$ cat config.mk
export PLATFORM = sky130hd
export DESIGN_NAME = core_wb_arb
export DESIGN_NICKNAME = d
export VERILOG_FILES = /design/src/rtl/core_wb_arb.sv
export SDC_FILE = /design/constraint.sdc
export NUM_CORES = 1
export LEC_CHECK = 0
export ABC_CLOCK_PERIOD_IN_PS = 3400
export CAP_MARGIN = 20
export CORE_MARGIN = 4
export CORE_UTILIZATION = 48
export CTS_CLUSTER_SIZE = 20
export DETAILED_ROUTE_END_ITERATION = 16
export MAX_ROUTING_LAYER = met4
export PLACE_DENSITY = 0.83
export SLEW_MARGIN = 30
export SYNTH_ARGS = -nofsm -noshare
export SYNTH_HDL_FRONTEND = slang
export SYNTH_SLANG_ARGS = --single-unit
$ cat constraint.sdc
create_clock -name clk -period 3.4 [get_ports clk]
set_clock_uncertainty 0.15 [all_clocks]
set_input_delay 0.34 -clock clk [delete_from_list [all_inputs] [get_ports clk]]
set_output_delay 0.34 -clock clk [all_outputs]
set_load 0.005 [all_outputs]
$ cat src/rtl/core_wb_arb.sv
// Write-back port arbiter: shares the register-file write port between pipeline results and L1D load returns.
// Optional CORE_WB_ARB_HAZ_EN: precise per-register pending-load hazard instead of a conservative one.
module core_wb_arb #(
  parameter int unsigned LQ_DEPTH = 2,
  parameter int unsigned LQ_PTR_W = 1
) (
  input  logic                clk,
  input  logic                rst,
  input  logic                pipe_valid_in,
  input  logic                pipe_we_in,
  input  logic                pipe_is_load_in,
  input  logic [4:0]          pipe_rd_in,
  input  logic [2:0]          pipe_sx_op_in,
  input  logic [31:0]         pipe_data_in,
  input  logic                lid_ack_in,
  input  logic [31:0]         lid_data_in,
  output logic                lid_rdy_out,
  output logic                rf_we_out,
  output logic [4:0]          rf_rd_out,
  output logic [31:0]         rf_data_out,
  output logic                stall_out,
  output logic [LQ_PTR_W:0]   lq_count_out,
  output logic                err_out,
  input  logic [4:0]          haz_rs1_in,
  input  logic [4:0]          haz_rs2_in,
  output logic                haz_pend_out
);

  localparam logic [2:0] WB_SX_BP = 3'd0;
  localparam logic [2:0] WB_SX_UB = 3'd1;
  localparam logic [2:0] WB_SX_B  = 3'd2;
  localparam logic [2:0] WB_SX_H  = 3'd3;
  localparam logic [2:0] WB_SX_UH = 3'd4;
  localparam int unsigned CNT_W = LQ_PTR_W + 1;

  logic [4:0]          lq_rd [LQ_DEPTH];
  logic [2:0]          lq_sx [LQ_DEPTH];
  logic [LQ_PTR_W-1:0] head_ptr;
  logic [LQ_PTR_W-1:0] tail_ptr;
  logic [CNT_W-1:0]    lq_count;
  logic                hold_valid;
  logic [4:0]          hold_rd;
  logic [31:0]         hold_data;
  logic                lq_empty;
  logic                lq_full;
  logic                accept;
  logic                push;
  logic                pipe_wr;
  logic                pop;
  logic                spurious;
  logic                sel_valid;
  logic [4:0]          sel_rd;
  logic [31:0]         sel_data;

  function automatic logic [31:0] sx_extend(input logic [2:0] op, input logic [31:0] d);
    case (op)
      WB_SX_BP: sx_extend = d;
      WB_SX_UB: sx_extend = {24'd0, d[7:0]};
      WB_SX_B:  sx_extend = {{24{d[7]}}, d[7:0]};
      WB_SX_H:  sx_extend = {{16{d[15]}}, d[15:0]};
      WB_SX_UH: sx_extend = {16'd0, d[15:0]};
      default:  sx_extend = d;
    endcase
  endfunction

  assign lq_empty     = (lq_count == '0);
  assign lq_full      = (lq_count == CNT_W'(LQ_DEPTH));
  assign stall_out    = hold_valid | (pipe_valid_in & pipe_is_load_in & lq_full);
  assign lid_rdy_out  = ~hold_valid;
  assign accept       = pipe_valid_in & ~stall_out;
  assign push         = accept & pipe_is_load_in;
  assign pipe_wr      = accept & ~pipe_is_load_in & pipe_we_in;
  assign pop          = lid_ack_in & lid_rdy_out & ~lq_empty;
  assign spurious     = lid_ack_in & lq_empty;
  assign lq_count_out = lq_count;

  // Port priority: held write, then load return, then pipeline.
  always_comb begin
    sel_valid = 1'b0;
    sel_rd    = 5'd0;
    sel_data  = 32'd0;
    if (hold_valid) begin
      sel_valid = 1'b1;
      sel_rd    = hold_rd;
      sel_data  = hold_data;
    end else if (pop) begin
      sel_valid = 1'b1;
      sel_rd    = lq_rd[head_ptr];
      sel_data  = sx_extend(lq_sx[head_ptr], lid_data_in);
    end else if (pipe_wr) begin
      sel_valid = 1'b1;
      sel_rd    = pipe_rd_in;
      sel_data  = pipe_data_in;
    end
  end

  always_ff @(posedge clk or posedge rst) begin
    if (rst) begin
      rf_we_out   <= 1'b0;
      rf_rd_out   <= 5'd0;
      rf_data_out <= 32'd0;
    end else begin
      rf_we_out <= sel_valid & (sel_rd != 5'd0);
      if (sel_valid) begin
        rf_rd_out   <= sel_rd;
        rf_data_out <= sel_data;
      end
    end
  end

  // A pipeline write that collides with a load return waits one cycle here.
  always_ff @(posedge clk or posedge rst) begin
    if (rst) begin
      hold_valid <= 1'b0;
      hold_rd    <= 5'd0;
      hold_data  <= 32'd0;
    end else if (hold_valid) begin
      hold_valid <= 1'b0;
    end else if (pipe_wr & pop) begin
      hold_valid <= 1'b1;
      hold_rd    <= pipe_rd_in;
      hold_data  <= pipe_data_in;
    end
  end

  always_ff @(posedge clk or posedge rst) begin
    if (rst) begin
      head_ptr <= '0;
      tail_ptr <= '0;
      lq_count <= '0;
      err_out  <= 1'b0;
    end else begin
      if (push) tail_ptr <= tail_ptr + LQ_PTR_W'(1);
      if (pop)  head_ptr <= head_ptr + LQ_PTR_W'(1);
      if (push & ~pop)      lq_count <= lq_count + CNT_W'(1);
      else if (pop & ~push) lq_count <= lq_count - CNT_W'(1);
      if (spurious) err_out <= 1'b1;
    end
  end

  always_ff @(posedge clk) begin
    if (push) begin
      lq_rd[tail_ptr] <= pipe_rd_in;
      lq_sx[tail_ptr] <= pipe_sx_op_in;
    end
  end

`ifdef CORE_WB_ARB_HAZ_EN
  logic [LQ_PTR_W-1:0] lq_offs;

  // Live entries plus this cycle's push, minus this cycle's pop.
  always_comb begin
    haz_pend_out = 1'b0;
    lq_offs      = '0;
    for (int i = 0; i < int'(LQ_DEPTH); i++) begin
      lq_offs = LQ_PTR_W'(i) - head_ptr;
      if (({1'b0, lq_offs} < lq_count) && !(pop && (lq_offs == '0)) &&
          (lq_rd[i] != 5'd0) && ((lq_rd[i] == haz_rs1_in) || (lq_rd[i] == haz_rs2_in)))
        haz_pend_out = 1'b1;
    end
    if (push && (pipe_rd_in != 5'd0) &&
        ((pipe_rd_in == haz_rs1_in) || (pipe_rd_in == haz_rs2_in)))
      haz_pend_out = 1'b1;
  end
`else
  logic unused_haz_rs;

  assign unused_haz_rs = ^{haz_rs1_in, haz_rs2_in};
  assign haz_pend_out  = (lq_count != '0);
`endif

endmodule

Word-level counts from Yosys, hierarchy flattened
Memory sizes are Yosys's and may differ from the RTL's.
Index checks and enable logic that the tools add are counted.
{ "word_totals": {"regBits": 81, "mem_bits_rw": 16, "elab_cells": 62, "in_bits": 88, "mem_count": 2} }
{ "memory_table": {"columns": ["memory", "depth", "width", "rd", "rd_clocked_by_memory_dff", "wr", "line_no", "rtl"], "rows": [
  ["lq_rd", 2, 5, 1, 0, 1, "36", "logic [4:0] lq_rd [LQ_DEPTH];"],
  ["lq_sx", 2, 3, 1, 0, 1, "37", "logic [2:0] lq_sx [LQ_DEPTH];"]
]} }
{ "classes": {"n_eq_ne": 5, "add_sub_neg": 4, "reduce_logical": 5, "n_mux": 16, "n_bitwise": 20} }
{ "op_table": {"columns": ["operator", "n"], "rows": [
  ["$pmux W32 S4", 1],
  ["$mux W32", 3],
  ["$mux W5", 3],
  ["$and A1 B1 Y1", 13],
  ["$mux W1", 7],
  ["$eq A3 B2 Y1 const B", 2],
  ["$not A1 Y1", 6],
  ["$reduce_bool A5 Y1", 1],
  ["$mux W2", 2],
  ["$reduce_bool A2 Y1", 2],
  ["$eq A3 B1 Y1 const B", 1],
  ["$eq A3 B3 Y1 const B", 1],
  ["$add A1 B1 Y1 const B", 2],
  ["$add A2 B1 Y2 const B", 1],
  ["$eq A2 B2 Y1 const B", 1],
  ["$logic_not A2 Y1", 1],
  ["$reduce_and A2 Y1", 1],
  ["$sub A2 B1 Y2 const B", 1],
  ["$or A1 B1 Y1", 1]
]} }

Depth between registers and ports, before layout
Gate-level depths: netlist of the first run.
{ "depth": {"depth_word": 12, "mapped_depth": 8, "depth_no_buf": 7} }

Least setup slack after synthesis of the first run
Ideal clock, no wire load.
{ "synth_path": {"path_kind": "register to register", "start": "reg lq_count[0], in the netlist lq_count_out[0]", "end": "mem lq_rd[0][0] (enable)", "slack_ns": 1.532, "stages_incl_launch_ff": 5, "n_path_buf": 1, "t_arrival_ns": 1.335, "setup_time_ns": 0.383, "t_required_ns": 2.867, "path_cell_list": "dfrtp_1 > buf_6 > nand2b_1 > o21ai_0 > nor3_1"} }
{ "synth_between": {"elab_chain_cells": 8} }
{ "synth_rtl": {"columns": ["item", "line_no", "rtl"], "rows": [
  ["start: declaration", "40", "logic [CNT_W-1:0] lq_count;"],
  ["start signal: assignment", "135", "if (push & ~pop) lq_count <= lq_count + CNT_W'(1);"],
  ["start signal: assignment", "136", "else if (pop & ~push) lq_count <= lq_count - CNT_W'(1);"],
  ["$eq A2 B2 Y1", "67", "assign lq_full = (lq_count == CNT_W'(LQ_DEPTH));"],
  ["$and A1 B1 Y1", "68", "assign stall_out = hold_valid | (pipe_valid_in & pipe_is_load_in & lq_full);"],
  ["$or A1 B1 Y1", "68", null],
  ["via stall_out", "21", "output logic stall_out,"],
  ["$not A1 Y1", "70", "assign accept = pipe_valid_in & ~stall_out;"],
  ["$and A1 B1 Y1", "70", null],
  ["$and A1 B1 Y1", "71", "assign push = accept & pipe_is_load_in;"],
  ["$mux W1", "142", "if (push) begin"],
  ["$mux W1 (not written as such)", "143", "lq_rd[tail_ptr] <= pipe_rd_in;"],
  ["end: declaration", "36", null]
]} }
The timed path passes the listed nets, and every way through them passes these cells.

Worst setup path in the final report of the first run
{ "layout_path": {"start": "reg head_ptr", "end": "reg rf_data_out[30]"} }
{ "layout_between": {"elab_chain_cells": 5} }
{ "layout_rtl": {"columns": ["item", "line_no", "rtl"], "rows": [
  ["start: declaration", "38", "logic [LQ_PTR_W-1:0] head_ptr;"],
  ["start signal: assignment", "134", "if (pop) head_ptr <= head_ptr + LQ_PTR_W'(1);"],
  ["$mem_v2 Z2 W3 *", null, null],
  ["$eq A3 B3 Y1, or another cell as far along", "56", "case (op)"],
  ["$pmux W32 S4 *", "56", null],
  ["$mux W32 *", "86", "end else if (pop) begin"],
  ["$mux W32 *", "82", "if (hold_valid) begin"],
  ["end signal: assignment", "106", "rf_data_out <= sel_data;"],
  ["end: declaration", "20", "output logic [31:0] rf_data_out,"]
]} }
Every way passes the cells marked *; elsewhere a longest branch is shown, timed or not.
A chain may end at the register's enable or synchronous reset.

==> results of run 1 <==
[registers in the layout, summed over array words and instances (netlist names)]
signal        flops
hold_data        32
rf_data_out      32
lq_rd            10
lq_sx             6
hold_rd           5
rf_rd_out         5
lq_count_out      2
err_out           1
head_ptr          1
hold_valid        1
rf_we_out         1
tail_ptr          1
[worst reg2reg max path, stage by stage (launching register included)]
cell and delay (ns):
sky130_fd_sc_hd__dfrtp_1 0.86, sky130_fd_sc_hd__mux2_2 0.46, sky130_fd_sc_hd__o22ai_4 0.59, sky130_fd_sc_hd__a21oi_1 0.18, sky130_fd_sc_hd__o21ai_0 0.24
[cells by family (layout without fill, tap and decap cells)]
kind of cell               count (synthesis)  in the layout  synth area share [%]
and+or+nand+nor                          152            152                  14.3
buffers and inverters                     30            150                  4.02
adders and majority gates                  1              1                 0.264
xor gates and xnor gates                   5              5                 0.926
muxes                                     46             46                  11.3
AOI/OAI and AO/OA                        105            105                  16.1
DFF                                       97             97                  53.0
[cell usage after synthesis (4+ instances only)]
cell                        number  area (sq um)
sky130_fd_sc_hd__nand2_1        88           330
sky130_fd_sc_hd__dfrtp_1        81          2030
sky130_fd_sc_hd__mux2_2         33           372
sky130_fd_sc_hd__a21oi_1        25           125
sky130_fd_sc_hd__nand3_1        22           110
sky130_fd_sc_hd__nor3_1         17          85.1
sky130_fd_sc_hd__edfxtp_1       16           480
sky130_fd_sc_hd__o21ai_0        16          80.1
sky130_fd_sc_hd__o22ai_1        16           100
sky130_fd_sc_hd__nor2_1         13          48.8
sky130_fd_sc_hd__a21oi_2        12           105
sky130_fd_sc_hd__buf_2          11          55.1
sky130_fd_sc_hd__o21ai_2        11          96.3
sky130_fd_sc_hd__a211oi_1        8          60.1
sky130_fd_sc_hd__clkbuf_1        8          30.0
sky130_fd_sc_hd__buf_6           7          78.8
sky130_fd_sc_hd__mux2_1          7          78.8
sky130_fd_sc_hd__a21o_1          5          37.5
sky130_fd_sc_hd__a2bb2oi_1       4          35.0
[metal layers]
metal | part of all wire, % | GRT usage (%)
met1 | 40 | 26.4
met2 | 53 | 40.0
met3 | 5.9 | 4.14
met4 | 1.5 | 8.04
met5 | 0 | -
[through the flow]
| stage | std cells | setup WS [ns] | util (%) | area (sq um) |
|---|---|---|---|---|
| 6_report | 685 | 0.841 | 66.0 | 6210 |
| 5_1_grt | 685 | 0.630 | 66.0 | 6210 |
| 4_1_cts | 685 | 0.805 | 66.0 | 6210 |
| 3_5_place_dp | 669 | 0.827 | 64.1 | 6030 |
| 3_3_place_gp | 669 | 0.918 | 64.0 | 6030 |
| 2_1_floorplan | 436 | 0.830 | - | 4730 |
[worst paths after layout]
check                      startpoint               to  slack (ns)  depth (start not counted)
max                          head_ptr  rf_data_out[30]        0.84                          4
min                               rst  rf_data_out[19]        0.26                          2
max reg2reg                  head_ptr  rf_data_out[30]        0.84                          4
min reg2reg                   err_out          err_out        0.31                          1
max in group asynchronous         rst    hold_data[28]        2.17                          3
min in group clk              err_out          err_out        0.31                          1
[power by group]
part           internal (W)  total, W  leakage (nW)  switching [W]
clock network      0.000279  0.000712        0.0925       0.000433
logic               0.00108   0.00190          1.34       0.000825
registers           0.00168   0.00201          1.10       0.000335
total               0.00303   0.00463          2.54        0.00159
[area by class of cell]
class,count,share of cell area [%]
Clock buffer,9,1.99
Multi-Input combinational cell,309,33.0
Inverter,3,0.201
Timing Repair Buffer,131,20.9
Tap cell,129,2.60
Clock inverter,7,0.946
Sequential cell,97,40.4
==> metrics.yaml, run 1 <==
crit_end_category: "register"
path_class: "reg -> reg"
synth-main-ff-cell: "sky130_fd_sc_hd__dfrtp_1"
setup_tns_ns: 0
netlist-cell-type-count: 46
dr.first_iter.drc_count: 185
global_route_wire_length_before_repair_mm: 20.2
final_common_cell: "sky130_fd_sc_hd__clkdlybuf4s50_1"
avgSynthCellArea_sq_um: 10.9
dieWidth_microns: 107
initial_utilization_pct: 50.2
synth-edff-count: 16
post_cts_resize_count: 0
final_cell_mix: "sky130_fd_sc_hd__clkdlybuf4s50_1, sky130_fd_sc_hd__nand2_1, sky130_fd_sc_hd__dfrtp_1"
grt_setup_unrepaired: "no"
gate_count_of_the_mapped_netlist: 436
pins_over_their_slew_limit: 0
worst_pin_slew_ns: 0.786
grt_start_max_net_pins: 42
number_of_global_route_vias_before_repair: 4145
cts_inserted_buffers: 9
boundaryPins: 132
floorplan.die_area_sq_um: 11500
cp_cell_sequence: "mux2_2 -> o22ai_4 -> a21oi_1 -> o21ai_0"
wl_mm: 12.6
h-tree-depth: 3
power.total_w: 0.00463
power.density_cell_area_nw_per_um2: 744
post-dp-hpwl_mm: 8.72
place.gp.congestion: 0.834
synth_seq_area_share_pct: 53.0
p_leak_nw: 2.54
hold-worst-slack_ns: 0.255
drv_cap: 0
initial_antenna_violation_count: 0
crit_slowest_cell: "sky130_fd_sc_hd__dfrtp_1"
run_status: "finished, final reports clean"
finalSetupViolations: 0
port_buffers: 121
hold_viol_final: 0
crit_family: "compound AO/OA/AOI/OAI gates"
multi_input_area_sq_um: 2050
tritoncts: "yes"
critPathLaunchType: "register"
worst-path-buf-inv: 0
floorplan.core_area_sq_um: 9420
final_min_period_over_clock_period_pct: 75.3
drc_errors: 0
area_of_the_mapped_netlist_sq_um: 4730
critical-path-max-stage-delay_ns: 0.86
ant_nets: 0
dr_pass1_iterations: 4
crit_path_arrival_time_ns: 2.69
post_route_cells_drive_above_1_share_pct: 17.8
placementRows: 35
max-vdd-ir-drop_uv: 372
post-route-min-period_ns: 2.56
dieHeight_microns: 107
globalRouteTotalUtil_pct: 22.9
fillerInstances: 726
sequential_cell_area_sq_um: 2510
peak_fanout_along_the_critical_path: 17
synth-async-reset-ratio_pct: 83.5
nets: 640
relative_slew_slack_pct: 47.6
cts_hold_buf: 0
maxClockFrequency_mhz: 391
via_density_per_instance: 5.61
hold_path_class: "in -> async"
worst_ep_required_time_ns: 3.53
dr_total_vias: 3840
clockRootBuffer: "sky130_fd_sc_hd__clkbuf_8"
num_antenna_cells: 0
yosysWarningCount: 0
syn_to_final_growth_pct: 31.3
cts_num_sinks: 97
cts.repair_timing.setup_buffer_count: 0
grt-ovfl-total: 0
route.detailed.wl_per_inst_microns: 18.4
clk_transition_reported_paths_ns: 0.10
postSynthNetCount: 525
ctsLongestPathBuffers: 2
clkLatencyLatePin_ns: 0.36
yosys_register_bits: 97
Note: power is estimated with default switching activity, not from simulation.
==> run 2, diff against run 1 <==
Settings changed: ABC_CLOCK_PERIOD_IN_PS 3400 to 2050, CORE_UTILIZATION 48 to 44, PLACE_DENSITY 0.83 to 0.8.
Clock period 3.4 ns to 2.05 ns, I/O delays scaled along.
==> run 2 against run 1 <==
Compared with the run above:
- sequential power rose by 64%
- total power rose by 76%
- largest cell class unchanged
- hold slack got worse by 0.18 ns
- cell count rose by 5.1%
- routed wire length rose by 4.4%
- global-route usage fell by 1.4 points
- critical path depth did not move
- non-clock buffer count rose by 27
- utilization fell by 2.6 points
==> metrics.yaml, run 2 (synthesis gave the netlist of run 1 again) <==
run_status: "finished, final reports clean"
crit_slowest_cell: "sky130_fd_sc_hd__dfrtp_2"
crit_family: "buffers and inverters"
port_buffers: 121  # unchanged
syn_to_final_growth_pct: 39.7
dr_total_vias: 3997  # +4.1%
cts_num_sinks: 97  # unchanged
routedLengthMet1_mm: 5.41  # +8.2%
final_cell_mix: "sky130_fd_sc_hd__clkdlybuf4s50_1, sky130_fd_sc_hd__nand2_1, sky130_fd_sc_hd__dfrtp_1"
timing.final.ws_setup_ns: 0.102  # -0.739 ns
post_route_cells_drive_above_1_share_pct: 22.3  # +4.5 points
hold_viol_final: 0  # unchanged
relative_slew_slack_pct: 61.8  # +14 points
globalRouteTotalUtil_pct: 21.4  # -1.4 points
ctsLongestPathBuffers: 2  # unchanged
pins_over_their_slew_limit: 0  # unchanged
floorplan.die_area_sq_um: 12500  # +8.4%
maxClockFrequency_mhz: 513
cts_hold_buf: 0  # unchanged
ant_nets: 0  # unchanged
final_core_utilization_pct: 63.4  # -2.6 points
via_density_per_instance: 5.55  # -0.97%
worst_ep_required_time_ns: 1.69  # -1.84 ns
place.gp.congestion: 0.828  # -0.80%
nets: 668  # +4.4%
grt_setup_unrepaired: "no"
fillerInstances: 840  # +16%
finalSetupViolations: 0  # unchanged
dieWidth_microns: 112  # +4.1%
grt_start_max_net_pins: 34  # -19%
post-dp-hpwl_mm: 8.95  # +2.7%
critical-path-max-stage-delay_ns: 0.45  # -0.41 ns
final_cells: 720  # +5.1%
tritoncts: "yes"
num_antenna_cells: 0  # unchanged
boundaryPins: 132  # unchanged
initial_antenna_violation_count: 0  # unchanged
global_route_wire_length_before_repair_mm: 20.8  # +3.3%
sequential_cell_area_sq_um: 2510  # +0.20%
p_leak_nw: 2.74  # +8.0%
dieHeight_microns: 112  # +4.1%
placedCellCount: 691  # +3.3%
floorplan.core_area_sq_um: 10400  # +11%
final_min_period_over_clock_period_pct: 95.0
cts_inserted_buffers: 9  # unchanged
met2_wire_len_mm: 6.70  # +0.95%
wl_met3_microns: 869  # +17%
placementRows: 37  # +5.7%
multi_input_area_sq_um: 2070  # +0.91%
crit_path_arrival_time_ns: 1.59  # -1.10 ns
worst-path-buf-inv: 3  # +3
route.detailed.wl_per_inst_microns: 18.2  # -0.67%
drc_errors: 0  # unchanged
top_layer: "met4"
dr_pass1_iterations: 5  # +1
drv_cap: 0  # unchanged
grt-ovfl-total: 0  # unchanged
wl_mm: 13.1  # +4.4%
path_class: "reg -> out"
max-vdd-ir-drop_uv: 577  # +55%
initial_utilization_pct: 45.4  # -4.8 points
power.total_w: 0.00816  # +76%
h-tree-depth: 3  # unchanged
number_of_global_route_vias_before_repair: 4117  # -0.68%
clockRootBuffer: "sky130_fd_sc_hd__clkbuf_8"
dr.first_iter.drc_count: 249  # +35%
power.density_cell_area_nw_per_um2: 1230  # +66%
worst_pin_slew_ns: 0.573  # -0.213 ns
peak_fanout_along_the_critical_path: 5  # -12
final_common_cell: "sky130_fd_sc_hd__clkdlybuf4s50_1"
post-route-min-period_ns: 1.95
critPathLaunchType: "register"
crit_end_category: "output port"
clk_transition_reported_paths_ns: 0.09  # about the same
hold_path_class: "in -> async"
biggestRegsByFlops: "hold_data x32, rf_data_out x32, lq_rd x10"
cp_cell_sequence: "buf_4 -> nor2_1 -> inv_1 -> clkdlybuf4s50_1"
clkLatencyLatePin_ns: 0.36  # about the same
place_ws_ns: -0.0515  # -0.879 ns
run 2: worst paths after layout:
path	startpoint	to	slack, ns	cells past startpoint
max	lq_count_out[0]	haz_pend_out	0.10	4
min	rst	hold_data[22]	0.08	2
max reg2reg	head_ptr	rf_data_out[28]	0.11	6
min reg2reg	err_out	err_out	0.33	1
max in group asynchronous	rst	hold_valid	1.12	3
min in group clk	pipe_sx_op_in[1]	lq_sx[1][1]	0.28	1
run 2: layout make-up:
cell class / instances / area share (%)
Tap cell: 136 / 2.58
Clock inverter: 2 / 0.530
Clock buffer: 14 / 2.63
Timing Repair Buffer: 158 / 24.7
Sequential cell: 97 / 38.0
Inverter: 3 / 0.265
Multi-Input combinational cell: 310 / 31.3
run 2: through the flow:
step	hold WS, ns	setup TNS, ns	cell area (sq um)
detailed placement	0.310	-0.274	6220
global placement	0.302	0	6220
global route	0.0944	0	6610
floorplan	0.154	0	4730
CTS	0.0691	0	6500
finish	0.0758	0	6610
run 2: repair_timing:
| action | CTS | global route |
|---|---|---|
| pin swaps | 1 | 1 |
| setup endpoints to repair | 11 | 24 |
| buffers inserted | 1 | 10 |
| hold endpoints to repair | 0 | 0 |
| gates resized for setup | 7 | 4 |
| gates cloned | 1 | 1 |
run 2: power by group:
part           internal (W)  switching (W)  total (W)
sequential          0.00279       0.000511    0.00330
clock              0.000672       0.000628    0.00130
combinational       0.00204        0.00151    0.00355
run 2: per-layer routing:
layer	track usage, %	vias to the layer above
li1	-	1846
met2	34.4	158
met4	7.54	0
met5	-	-
met1	26.9	1981
met3	4.57	12
==> run 3, diff against run 2 <==
Settings changed: ABC_CLOCK_PERIOD_IN_PS 2050 to default, GPL_ROUTABILITY_DRIVEN from default to 0.
==> results of run 3 <==
Final layout, timing and power as in run 2 (identical DEF).
